<file path="config.mk">
export PLATFORM = sky130hd
export DESIGN_NAME = bcd_counter
export DESIGN_NICKNAME = d
export VERILOG_FILES = /design/src/rtl/bcd_counter.sv
export SDC_FILE = /design/constraint.sdc
export NUM_CORES = 1
export LEC_CHECK = 0
export CAP_MARGIN = 40
export CORE_AREA = 2 2 48 50
export DETAILED_ROUTE_END_ITERATION = 8
export DIE_AREA = 0 0 50 52
export PLACE_DENSITY = 0.76
export SYNTH_ARGS = -nofsm -noshare
export SYNTH_HDL_FRONTEND = slang
export SYNTH_SLANG_ARGS = --single-unit
</file>
<file path="constraint.sdc">
create_clock -name clk -period 3.6 [get_ports clk]
set_input_delay 0.36 -clock clk [delete_from_list [all_inputs] [get_ports clk]]
set_output_delay 0.36 -clock clk [all_outputs]
set_load 0.1 [all_outputs]
</file>
<file path="src/rtl/bcd_counter.sv">
// bcd_counter: presettable multi-digit up/down decimal counter with an
// enable prescaler. Digits are packed BCD, digit 0 in bits [3:0]. bcd_out,
// ovf and step all come straight from flops so the display stage samples
// glitch-free values.
module bcd_counter #(
  parameter int NUM_BCDS = 2,
  parameter int TICK_DIV = 1
) (
  input  logic                  clk,
  input  logic                  rst,
  input  logic                  en,
  input  logic                  up_dn,
  input  logic                  clr,
  input  logic                  load,
  input  logic [NUM_BCDS*4-1:0] load_val,
  output logic [NUM_BCDS*4-1:0] bcd_out,
  output logic                  ovf,
  output logic                  step
);

  // The prescaler is at least one bit wide, even when TICK_DIV is 1.
  localparam int              PW        = (TICK_DIV > 1) ? $clog2(TICK_DIV) : 1;
  localparam logic [PW-1:0]   PCNT_LAST = PW'(TICK_DIV - 1);

  logic [PW-1:0]         r_pcnt;
  logic [NUM_BCDS*4-1:0] r_bcd;
  logic                  r_ovf;
  logic                  r_step;

  logic                  w_tick;
  logic                  w_wrap;
  logic [NUM_BCDS*4-1:0] w_next_bcd;
  logic [NUM_BCDS*4-1:0] w_load_bcd;

  // A count step qualifies on an enabled cycle that completes the prescale.
  assign w_tick = en && (r_pcnt == PCNT_LAST);

  // Ripple the carry or borrow from digit 0 upward. An invalid digit is
  // treated as 9 when counting up and as 0 when counting down.
  always_comb begin
    logic       c;
    logic [3:0] d;
    // NOTE: every combinational output gets a default before any branch,
    // so no path leaves a value unassigned and no latch is inferred.
    w_next_bcd = '0;
    c          = 1'b1;
    d          = '0;
    for (int i = 0; i < NUM_BCDS; i++) begin
      d = r_bcd[4*i +: 4];
      if (up_dn) begin
        if (d >= 4'd9) begin
          w_next_bcd[4*i +: 4] = c ? 4'd0 : 4'd9;
        end else begin
          w_next_bcd[4*i +: 4] = d + 4'(c);
          c = 1'b0;
        end
      end else begin
        if ((d == 4'd0) || (d > 4'd9)) begin
          w_next_bcd[4*i +: 4] = c ? 4'd9 : 4'd0;
        end else begin
          w_next_bcd[4*i +: 4] = d - 4'(c);
          c = 1'b0;
        end
      end
    end
    w_wrap = c;
  end

  // Sanitise the preset value: any nibble above 9 loads as 0.
  always_comb begin
    w_load_bcd = '0;
    for (int i = 0; i < NUM_BCDS; i++) begin
      w_load_bcd[4*i +: 4] = (load_val[4*i +: 4] > 4'd9) ? 4'd0 : load_val[4*i +: 4];
    end
  end

  // State update with priority clr > load > count step > hold.
  always_ff @(posedge clk or negedge rst) begin
    // NOTE: sequential state uses non-blocking assignments so every flop
    // samples the pre-edge values regardless of statement order.
    if (!rst) begin
      r_pcnt <= '0;
      r_bcd  <= '0;
      r_ovf  <= 1'b0;
      r_step <= 1'b0;
    end else if (clr) begin
      r_pcnt <= '0;
      r_bcd  <= '0;
      r_ovf  <= 1'b0;
      r_step <= 1'b0;
    end else if (load) begin
      r_pcnt <= '0;
      r_bcd  <= w_load_bcd;
      r_ovf  <= 1'b0;
      r_step <= 1'b0;
    end else begin
      r_step <= w_tick;
      r_ovf  <= w_tick && w_wrap;
      if (w_tick) begin
        r_bcd <= w_next_bcd;
      end
      if (en) begin
        r_pcnt <= (r_pcnt == PCNT_LAST) ? '0 : r_pcnt + PW'(1);
      end
    end
  end

  assign bcd_out = r_bcd;
  assign ovf     = r_ovf;
  assign step    = r_step;

endmodule

</file>
# [After elaboration in Yosys (flattened, before gate mapping)]
# Cells that the tools add are included.
[classes] addsub=5 n_lt_le_gt_ge=6 mux=27 bitwise_logic=1 n_reduce_logical=8
[op_table] cell="4-bit 2-to-1 mux" n=10
[op_table] cell="8-bit 2-to-1 mux" n=3
[op_table] cell="4-bit > comparator (second input constant)" n=4
[op_table] cell="1-bit 2-to-1 mux" n=14
[op_table] cell="4-bit >= comparator (second input constant)" n=2
[op_table] cell="4-bit zero test" n=2
[op_table] cell="3-bit nonzero test" n=2
[op_table] cell="4-bit by 1-bit adder with 4-bit output" n=1
[op_table] cell="4-bit by 1-bit adder with 4-bit output (second input constant)" n=1
[op_table] cell="4-bit by 1-bit subtractor with 4-bit output" n=1
[op_table] cell="4-bit by 1-bit subtractor with 4-bit output (second input constant)" n=1
[op_table] cell="1-bit logical AND" n=2
[op_table] cell="1-bit logical OR" n=2
[op_table] cell="1-bit adder (second input constant)" n=1
[op_table] cell="1-bit inverter" n=1
[word_totals] reg_bits=11 in_bits=14 out_inout_bits=10 elab_cells=51

# [Depth between registers and ports, before layout]
[depth] ltp_word=10 depth_mapped=11 ltp_nobuf=11

# [Least setup slack after synthesis]
# Ideal clock, no wire load.
[synth_timing] path_type="register to register" from="register r_bcd[0], in the netlist bcd_out[0]" to="register r_bcd[6], in the netlist bcd_out[6]" setup_ns=0.104 t_arrival_ns=3.055 t_required_ns=3.496 setup_slack_ns=0.442 stages_incl_launch_ff=12 n_path_buf=0 period_less_slack_ns=3.158 cell_sequence="dfrtp_1 > inv_1 > ha_1 > nor4b_1 > a211oi_2 > inv_1 > ha_1 > ha_1 > nor3b_1 > a311o_1 > o311ai_1 > a221oi_1"
[synth_via] elab_chain_len=10 elab_cells_between_ends=15 cone_classes="add/sub (2); order compare (2); mux (9); reduce/logical (2)"
[synth_rtl] item="from (decl)" line_no="26" text="logic [NUM_BCDS*4-1:0] r_bcd;"
[synth_rtl] item="from (signal assigned)" line_no="93" text="r_bcd <= w_load_bcd;"
[synth_rtl] item="from (signal assigned)" line_no="100" text="r_bcd <= w_next_bcd;"
[synth_rtl] item="4-bit > comparator or 4-bit zero test (tied branches)" line_no="58" text="if ((d == 4'd0) || (d > 4'd9)) begin"
[synth_rtl] item="1-bit logical OR" line_no="58"
[synth_rtl] item="1-bit 2-to-1 mux" line_no="58"
[synth_rtl] item="1-bit 2-to-1 mux *" line_no="50" text="if (up_dn) begin"
[synth_rtl] item="4-bit by 1-bit subtractor with 4-bit output or 4-bit by 1-bit adder with 4-bit output (tied branches)" line_no="61, 54"
[synth_rtl] item="4-bit 2-to-1 mux (on tied branches)" line_no="58, 51"
[synth_rtl] item="4-bit 2-to-1 mux *" line_no="50"
[synth_rtl] item="8-bit 2-to-1 mux *" line_no="99" text="if (w_tick) begin"
[synth_rtl] item="8-bit 2-to-1 mux *" line_no="91" text="end else if (load) begin"
[synth_rtl] item="8-bit 2-to-1 mux *" line_no="86" text="end else if (clr) begin"
# Every way passes the cells marked *; elsewhere a longest branch is shown, timed or not. The select of a mux whose other input is x is not followed.
# A chain may end at the register's enable or synchronous reset.

# [Worst setup path after layout]
# Ends and elaborated chain as after synthesis.

==> results.toml <==
[status]
status = "completed"

[floorplan]
core_mm2 = 0.00211
num_rows = 17
start_util_pct = 49.1
fp.dieH_um = 52
dieArea_mm2 = 0.00260
die_x_um = 50
ios = 24

[sta]
hold_violations = 0
setup_slack_ps = 783
worstMarginPinSlew_ps = 543
hold_ws_ps = 415
setup_viol = 0
finalClockSkew_ps = 14.2
final.setup.tns_ps = 0
max_freq_mhz = 355
finalMaxSlewViolations = 0
post-route-min-period_ps = 2820
rsz0062_at_grt = "no"
slew_headroom_pct = 63.6
fin_crit_sh_pct = 78.2

[worst_setup_path]
crit_path_end_kind = "flop"
worstPathMaxFanout = 8
cp-start-kind = "flop"
cpMostUsedCell = "ha_1"
r2r_slack_ps = 780
crit_chain = "inv_1 -> ha_1 -> nor4b_1 -> a211oi_2 -> inv_1 -> ha_1 -> ha_1 -> nor3b_1 -> a311o_1 -> o311ai_1 -> a221oi_1"
r2r_cells = 11
crit_family = "compound AO/OA/AOI/OAI gates"
path_buf_inv = 2
r2r-start = "bcd_out[0]"
worst_path_max_delay_cell = "dfrtp_1"
crit_arrival_ps = 2990
required_ps = 3770
cp_slowest_stage_delay_ps = 500
criticalPathCategory = "reg2reg"
timing.rr.end = "bcd_out[6]"

[global_route]
overflow = 0
grt_usage_pct = 20.9
antenna_found_initial = 0
grt_pass1_wl_mm = 4.18
grt_pass1_vias = 904
grt_max_degree = 18

[pwr]
leakage_uw = 0.000584
power.density_mw_per_mm2 = 298
ir_worst_vdd_mv = 0.186

[clocking]
htree_levels = 1
cts_made_buffers = 3
clkTransAtPathRegs_ps = 70
clock-root-buffer = "clkbuf_4"
cts_buffer_depth = 2
post_cts_resized = 0
postCtsSetupRepairBufs = 0
clock_sinks = 10
clk_latency_ps = 270
cts_tree = "done"
holdBufCountCts = 0

[synthesis]
synth-simple-area-share_pct = 20.9
yosysWarnings = 0
synth_compound_area_share_pct = 32.4
synth_enable_flop_cells = 0
yosysUniqueCellTypes = 48
yosys_register_bits = 10
synth_cells = 119
synth_nets = 141
synth_xor_xnor_area_share_pct = 1.69
ys_seq_area_share_pct = 24.2
synthAdderAreaFrac_pct = 9.67
ys.flop_type = "dfrtp_1"
synth-async-reset-ratio_pct = 100
synth_area_mm2 = 0.00103
synthMuxAreaShare_pct = 1.93
synth_top_family_by_area = "compound AO/OA/AOI/OAI gates"
avgSynthCellArea_um2 = 8.70

[finish]
syn2layout_area_growth_pct = 38.6
layout.nets = 171
regArea_um2 = 250
stdcell_area_mm2 = 0.00143
utilization_pct = 68.1
multi_input_area_um2 = 689
final_layout_size_suffix_gt1_share_pct = 16.3
n_fill_cell = 164
antenna_cells = 0

[placement]
post_dp_cell_area_mm2 = 0.00141
io_buffers = 23
dp_slack_ps = 703
gp_congestion = 0.846
dp_hpwl_mm = 1.96

[detailed_routing]
route.detailed.vias_per_inst = 5.98
dr.pass1.iters = 4
drtAntennaViolNets = 0
drt_iter0_markers = 43
drc = 0
wl_per_cell_um = 14.2
wl_mm = 2.49
num_vias = 1047

[flow_run]
maxCapViolations = 0

[min_path]
hold_class = "in2async"
[cells in the mapped netlist, types with 2 or more instances]
cell      count  area share (%)
a221oi_1      3             2.5
a21oi_1       3             1.5
or2_1         2             1.2
nand2b_1      3             1.8
o32ai_1       2             1.7
o21ai_1       2            0.97
o21ai_0       6             2.9
nor3b_1       4             2.9
nand3_1       3             1.5
o311ai_1      2             1.7
nand2_1       3             1.1
or4bb_1       2             2.2
a31oi_1       4             2.4
nor2_1        6             2.2
clkbuf_1      4             1.5
inv_2         2            0.73
nor3_1        7             3.4
buf_2         4             1.9
mux2i_1       2             1.9
dfrtp_1      10              24
inv_1        11             4.0
ha_1          8             9.7
[final cells by class]
type / count / area share [%]
Sequential cell: 10 / 17.5
Inverter: 13 / 3.40
Multi-Input combinational cell: 87 / 48.1
Clock buffer: 3 / 1.57
Tap cell: 28 / 2.44
Timing Repair Buffer: 34 / 27.1
[registers in the layout, indices dropped and copies added (netlist names)]
name and cells:
step 1, bcd_out 8, ovf 1
[through the flow]
stage,std cells,total power (uW)
2_1_floorplan,119,279
3_3_place_gp,162,325
3_5_place_dp,172,353
4_1_cts,175,430
5_1_grt,175,454
6_report,175,427
[routing by layer]
layer | vias to the layer above | GRT usage (%) | share of wire [%]
met3 | 4 | 4.60 | 6.7
met1 | 494 | 28.2 | 44
met2 | 43 | 34.2 | 48
li1 | 506 | - | -
met4 | 0 | 4.17 | 0.80
met5 | - | 0 | 0
[layout by cell type (no fill, tap or decap), types with 3 or more instances in the layout]
master,netlist,routed
dfrtp_1,10,10
inv_1,11,11
nand3_1,3,3
a221oi_1,3,3
nor2_1,6,6
a31oi_1,4,4
clkdlybuf4s50_1,0,23
nor3_1,7,7
buf_8,0,10
nand2b_1,3,3
o21ai_0,6,6
ha_1,8,8
nand2_1,3,3
a21oi_1,3,3
nor3b_1,4,4
clkbuf_4,0,3
[logic make-up (layout without fill, tap and decap cells)]
logic type / after synthesis / count (layout)
compound gates: 39 / 39
simple gates: 36 / 36
buf+inv: 22 / 50
flops: 10 / 10
fa+ha+maj: 8 / 8
xor+xnor: 2 / 2
mux: 2 / 2
[worst max-delay path by stage]
stage / start / to / cells after the start / slack (ps)
2_1_floorplan: bcd_out[0] / bcd_out[6] / 11 / 440
3_3_place_gp: up_dn / bcd_out[6] / 11 / 840
3_5_place_dp: up_dn / bcd_out[6] / 11 / 700
4_1_cts: bcd_out[0] / bcd_out[6] / 11 / 820
5_1_grt: bcd_out[0] / bcd_out[6] / 11 / 570
6_report: bcd_out[0] / bcd_out[6] / 11 / 780
[power breakdown]
group | internal (uW) | leakage (uW) | switching [uW]
Combinational | 89.7 | 0.000436 | 126
Clock | 38.5 | 0.0000138 | 37.3
Sequential | 119 | 0.000134 | 16.6
(Power assumes the default switching activity.)
